`src/rtl/mc_ctrl.sv`:
```
// mc_ctrl: multi-cycle main controller for the MIPS datapath.
// Sequences IDLE/FETCH/DECODE/EXEC/MEM/WB and decodes op/funct into the datapath strobes.
// Latency: 2..5 cycles per instruction plus one cycle per dm_ready-low MEM cycle; stalls only in MEM.
// Ports:
//   clk, reset (async active-low)        - clock and reset
//   op, funct, zero, dm_ready            - IR fields, ALU zero flag, data memory handshake
//   ir_we, pc_we, pc_sel, ext_op         - IR/PC load, PC source, immediate extender mode
//   alu_op, alu_src_b                    - ALU operation and B-operand select
//   dm_req, dm_we                        - data memory request / store
//   rf_we, rf_wsel, rf_wdsel             - register file write, destination, data source
//   state, instr_cnt                     - debug state and retired-instruction count
module mc_ctrl (
  input  logic        clk,
  input  logic        reset,
  input  logic [5:0]  op,
  input  logic [5:0]  funct,
  input  logic        zero,
  input  logic        dm_ready,
  output logic        ir_we,
  output logic        pc_we,
  output logic [1:0]  pc_sel,
  output logic [3:0]  ext_op,
  output logic [2:0]  alu_op,
  output logic        alu_src_b,
  output logic        dm_req,
  output logic        dm_we,
  output logic        rf_we,
  output logic [1:0]  rf_wsel,
  output logic [1:0]  rf_wdsel,
  output logic [2:0]  state,
  output logic [31:0] instr_cnt
);

  localparam logic [2:0] S_IDLE   = 3'd0;
  localparam logic [2:0] S_FETCH  = 3'd1;
  localparam logic [2:0] S_DECODE = 3'd2;
  localparam logic [2:0] S_EXEC   = 3'd3;
  localparam logic [2:0] S_MEM    = 3'd4;
  localparam logic [2:0] S_WB     = 3'd5;

  logic [2:0]  state_q, state_d;
  logic [31:0] instr_cnt_q, instr_cnt_d;

  // Instruction decode
  logic is_r, is_addu, is_subu, is_jr, is_ori, is_lui, is_lw, is_sw, is_beq, is_j, is_jal;
  logic is_jump;

  always_comb begin
    is_r    = (op == 6'b000000);
    is_addu = is_r && (funct == 6'b100001);
    is_subu = is_r && (funct == 6'b100011);
    is_jr   = is_r && (funct == 6'b001000);
    is_ori  = (op == 6'b001101);
    is_lui  = (op == 6'b001111);
    is_lw   = (op == 6'b100011);
    is_sw   = (op == 6'b101011);
    is_beq  = (op == 6'b000100);
    is_j    = (op == 6'b000010);
    is_jal  = (op == 6'b000011);
    // Jumps and unrecognised encodings both finish in DECODE.
    is_jump = is_j || is_jal || is_jr ||
              !(is_addu || is_subu || is_ori || is_lui || is_lw || is_sw || is_beq);
  end

  // State register and retired-instruction counter
  always_ff @(posedge clk or negedge reset) begin
    if (!reset) begin
      state_q     <= S_IDLE;
      instr_cnt_q <= 32'd0;
    end else begin
      state_q     <= state_d;
      instr_cnt_q <= instr_cnt_d;
    end
  end

  // Next state
  always_comb begin
    state_d = S_IDLE;
    case (state_q)
      S_IDLE:   state_d = S_FETCH;
      S_FETCH:  state_d = S_DECODE;
      S_DECODE: state_d = is_jump ? S_FETCH : S_EXEC;
      S_EXEC: begin
        if (is_lw || is_sw) state_d = S_MEM;
        else if (is_beq)    state_d = S_FETCH;
        else                state_d = S_WB;
      end
      S_MEM: begin
        if (!dm_ready)  state_d = S_MEM;
        else if (is_lw) state_d = S_WB;
        else            state_d = S_FETCH;
      end
      S_WB:     state_d = S_FETCH;
      default:  state_d = S_IDLE;
    endcase
  end

  // An instruction retires whenever we re-enter FETCH from anything but IDLE.
  always_comb begin
    instr_cnt_d = instr_cnt_q;
    if (state_d == S_FETCH && state_q != S_IDLE && state_q != S_FETCH)
      instr_cnt_d = instr_cnt_q + 32'd1;
  end

  // Outputs
  always_comb begin
    ir_we     = 1'b0;
    pc_we     = 1'b0;
    pc_sel    = 2'b00;
    ext_op    = 4'b0000;
    alu_op    = 3'b000;
    alu_src_b = 1'b0;
    dm_req    = 1'b0;
    dm_we     = 1'b0;
    rf_we     = 1'b0;
    rf_wsel   = 2'b00;
    rf_wdsel  = 2'b00;

    if (state_q == S_DECODE || state_q == S_EXEC || state_q == S_MEM || state_q == S_WB) begin
      if (is_ori)              ext_op = 4'b0001;
      else if (is_lw || is_sw) ext_op = 4'b0010;
      else if (is_lui)         ext_op = 4'b0011;
      else if (is_beq)         ext_op = 4'b0100;
    end

    case (state_q)
      S_FETCH: begin
        ir_we = 1'b1;
        pc_we = 1'b1;
      end
      S_DECODE: begin
        if (is_j || is_jal) begin
          pc_we  = 1'b1;
          pc_sel = 2'b10;
        end
        if (is_jal) begin
          // PC already holds PC+4, which is the return address.
          rf_we    = 1'b1;
          rf_wsel  = 2'b10;
          rf_wdsel = 2'b10;
        end
        if (is_jr) begin
          pc_we  = 1'b1;
          pc_sel = 2'b11;
        end
      end
      S_EXEC: begin
        if (is_subu) alu_op = 3'b001;
        if (is_ori) begin
          alu_op    = 3'b010;
          alu_src_b = 1'b1;
        end
        if (is_lui) begin
          alu_op    = 3'b011;
          alu_src_b = 1'b1;
        end
        if (is_lw || is_sw) alu_src_b = 1'b1;
        if (is_beq) begin
          alu_op = 3'b001;
          if (zero) begin
            pc_we  = 1'b1;
            pc_sel = 2'b01;
          end
        end
      end
      S_MEM: begin
        dm_req = 1'b1;
        dm_we  = is_sw;
      end
      S_WB: begin
        rf_we = 1'b1;
        if (is_ori || is_lui) rf_wsel = 2'b01;
        if (is_lw) begin
          rf_wsel  = 2'b01;
          rf_wdsel = 2'b01;
        end
      end
      default: ;
    endcase
  end

  assign state     = state_q;
  assign instr_cnt = instr_cnt_q;

endmodule

```
`config.mk`:
```
export PLATFORM = sky130hd
export DESIGN_NAME = mc_ctrl
export DESIGN_NICKNAME = d
export VERILOG_FILES = /design/src/rtl/mc_ctrl.sv
export SDC_FILE = /design/constraint.sdc
export NUM_CORES = 1
export LEC_CHECK = 0
export ABC_AREA = 0
export BUFFER_PORTS_ARGS = -buffer_cell sky130_fd_sc_hd__buf_2
export CORE_UTILIZATION = 57
export CTS_BUF_LIST = sky130_fd_sc_hd__clkbuf_8
export CTS_CLUSTER_SIZE = 8
export DETAILED_ROUTE_END_ITERATION = 6
export PLACE_DENSITY = 0.88
export SETUP_SLACK_MARGIN = 0.3
export SLEW_MARGIN = 0
export SYNTH_ARGS = -nofsm -noshare
export SYNTH_HDL_FRONTEND = slang
export SYNTH_SLANG_ARGS = --single-unit
```
`constraint.sdc`:
```
create_clock -name clk -period 5.35 [get_ports clk]
set_input_delay 0 -clock clk [delete_from_list [all_inputs] [get_ports clk]]
set_output_delay 0 -clock clk [all_outputs]
set_load 0.02 [all_outputs]
```
==> impl_metrics.csv <==
group,metric,value,unit
run_status,status,"completed",
floorplanning,chipHeight,64.2,um
power_and_ir_drop,p_leak,1.39,nW
power_and_ir_drop,ir_drop,0.294,mV
yosys,yosys.area.top_type,"dfrtp_1",
yosys,avgSynthCellArea,9.80,um2
timing,period_needed,2.50,ns
yosys,synth_edf_count,0,
final_layout,diodes,0,
route,vias_per_cell,5.49,
final_layout,finalNetCount,310,
floorplanning,dieArea,0.00412,mm2
final_layout,area_growth,20.7,%
worst_setup_path,reg2reg_depth,6,
route,num_vias,1868,
worst_setup_path,cp_cell_sequence,"nor2b_1, nand2b_1, o211a_1, o2111ai_4, and4b_1, xor2_1",
grt,grt_util_all_layers,24.9,%
route,routed_wl,4810,um
yosys,ys_top_cells_by_area,"dfrtp_1, xor2_1, nor4_2",
min_path,min_path_type,"in -> reg",
flow_run,drv_cap,0,
final_layout,layout.cells.non_filler,340,
floorplanning,ios,70,
grt,antenna_found_initial,0,
worst_setup_path,r2r_start,"state[0]$_DFF_PN0_",
route,first_pass_iters,4,
route,dr.first_iter.drc_count,115,
grt,overflow,0,
min_path,hold_start,"dm_ready",
grt,grt_start_max_net_pins,36,
yosys,synthFlopType,"dfrtp_1",
min_path,whs_path_depth,4,
floorplanning,row_count,22,
grt,grt_pass1_vias,1751,
clocking,clkTransAtPathRegs,0.07,ns
yosys,syn-cell-area,0.00220,mm2
clocking,cts_buffers,5,
timing,fmax,400,MHz
clocking,cts_max_level,2,
final_layout,layout-drive-gt1-share,33.6,%
timing,fin_worst_skew,0.00762,ns
clocking,cts_tree,"done",
placement,io_buffers,67,
worst_setup_path,critical_path_buf_inv_count,0,
worst_setup_path,crit_required,5.53,ns
worst_setup_path,slowest_stage,"o2111ai_4",
power_and_ir_drop,power.density,337,mW/mm2
yosys,yosysWarnings,0,
floorplanning,core,0.00369,mm2
placement,dp_hpwl,3540,um
route,post_drt_wl_per_cell,14.2,um
power_and_ir_drop,power.total,896,uW
floorplanning,die-width,64.2,um
timing,max_slew.worst_pin.slew,1.23,ns
clocking,cts_buffer_depth,2,
yosys,yosys_register_bits,35,
worst_setup_path,arrival,2.67,ns
yosys,synthTopCellsByCount,"dfrtp_1, xor2_1, nor2_1",
placement,dp.cells,331,
timing,setup-tns-final,0,ns
yosys,synth_top_area_share,39.7,%
timing,hold_viol_final,0,
route,postRouteAntennaNets,0,
worst_setup_path,critPathCaptureType,"flop",
placement,gp_congestion,0.821,
timing,slew_viol_final,0,
worst_setup_path,path_class,"reg -> reg",
clocking,clock-sinks,35,
yosys,netlist_instances,225,
worst_setup_path,r2r_slack,2.85,ns
timing,rsz0062_at_grt,"no",
worst_setup_path,worstReg2RegEnd,"instr_cnt[11]$_DFFE_PN0P_",
timing,period_share,46.7,%
yosys,synth.most_common_cell,"dfrtp_1",
clocking,cts_root_buf,"clkbuf_8",
clocking,clk_latency,0.29,ns
timing,worst_slack,2.85,ns
worst_setup_path,crit_fanout,32,
yosys,yosysUniqueCellTypes,44,
worst_setup_path,cp_top_family,"compound AO/OA/AOI/OAI gates",
yosys,yosysSeqAreaShare,39.7,%
route,drc,0,
min_path,holdPathEnd,"state[2]$_DFF_PN0_",
floorplanning,start_util,59.8,%
grt,grt_pass1_wl,7960,um
timing,max_slew_margin,17.9,%
timing,setup_viol,0,
worst_setup_path,slowest_delay,0.85,ns
worst_setup_path,start_kind,"flop",
placement,pre_cts_ws,2.85,ns
timing,whs,0.148,ns
yosys,synthArstFlopShare,100,%
-- cells in the final DEF (no fill, tap or decap), types with 2 or more instances in the layout --
master | netlist | final
conb_1 | 1 | 2
nand3_1 | 14 | 14
xnor2_1 | 3 | 3
and4_1 | 2 | 2
inv_1 | 9 | 9
dfrtp_1 | 35 | 35
buf_2 | 2 | 67
nor4_2 | 18 | 18
ha_1 | 3 | 3
xor2_1 | 28 | 28
nand4_1 | 6 | 6
a21oi_1 | 4 | 4
nand2b_1 | 3 | 3
nor3_1 | 13 | 13
nor2b_1 | 4 | 4
clkbuf_8 | 0 | 5
nand3b_1 | 3 | 3
nor2_1 | 23 | 23
and3_1 | 4 | 4
nand2_1 | 17 | 17
and4b_1 | 2 | 2
nor4b_1 | 2 | 2
and2_1 | 2 | 2
-- sequential cells by signal (all words and copies together) (netlist names) --
signal / count
instr_cnt: 32
state: 3
-- timing repair --
action	4_1_cts	5_1_grt
endpoints found under the hold margin	35	0
hold buffers	1	0
resized for setup	0	0
buffers inserted	0	0
-- power by group --
part	switching, mW	total [mW]	internal [mW]
Clock	0.0978	0.236	0.139
Combinational	0.212	0.320	0.108
Sequential	0.0483	0.339	0.291
-- worst max-delay path by stage --
stage / startpoint / to / slack, ns / cells after the start
2_1_floorplan: state[1]$_DFF_PN0_ / instr_cnt[1]$_DFFE_PN0P_ / 3.21 / 6
3_3_place_gp: state[0]$_DFF_PN0_ / instr_cnt[11]$_DFFE_PN0P_ / 2.95 / 6
3_5_place_dp: state[0]$_DFF_PN0_ / instr_cnt[11]$_DFFE_PN0P_ / 2.85 / 6
4_1_cts: state[0]$_DFF_PN0_ / instr_cnt[11]$_DFFE_PN0P_ / 2.85 / 6
5_1_grt: state[2]$_DFF_PN0_ / instr_cnt[24]$_DFFE_PN0P_ / 2.67 / 6
6_report: state[0]$_DFF_PN0_ / instr_cnt[11]$_DFFE_PN0P_ / 2.85 / 6
-- worst min-delay path, delay by kind of cell --
| kind | cells | cell delay (ns) |
|---|---|---|
| buf+inv | 1 | 0.11 |
| simple gates | 1 | 0.11 |
| compound gates | 2 | 0.17 |
-- cell type report --
| class | instances | area [um2] |
|---|---|---|
| sequential | 35 | 876 |
| multi-input combinational | 172 | 1230 |
| clock buffer | 5 | 68.8 |
| timing repair buffer | 68 | 345 |
| inverter | 9 | 33.8 |
| tap | 48 | 60.1 |
| clock inverter | 3 | 43.8 |
| fill | 284 | 1030 |
-- layer usage --
layer / GRT usage [%] / wire (um)
met2: 38.7 / 2280
met5: 0 / 0
met3: 5.54 / 277
met4: 10.0 / 61
met1: 33.6 / 2190
-- kinds of logic (layout without fill, tap and decap cells) --
logic type,after synthesis,count (layout),synth area share (%)
flops,35,35,39.7
fa+ha+maj,3,3,1.70
mux,2,2,0.965
buf+inv,19,85,4.54
other cells,1,2,0.170
xor+xnor,31,31,12.3
compound gates,16,16,6.47
simple gates,118,118,34.1
-- stage by stage --
step / utilization (%) / cell area, um2
after floorplan: - / 2210
after global placement: 68.8 / 2540
after detailed placement: 68.8 / 2540
after CTS: 72.1 / 2660
after global routing: 72.1 / 2660
final: 72.1 / 2660
Power figures use the tool's default switching activity.
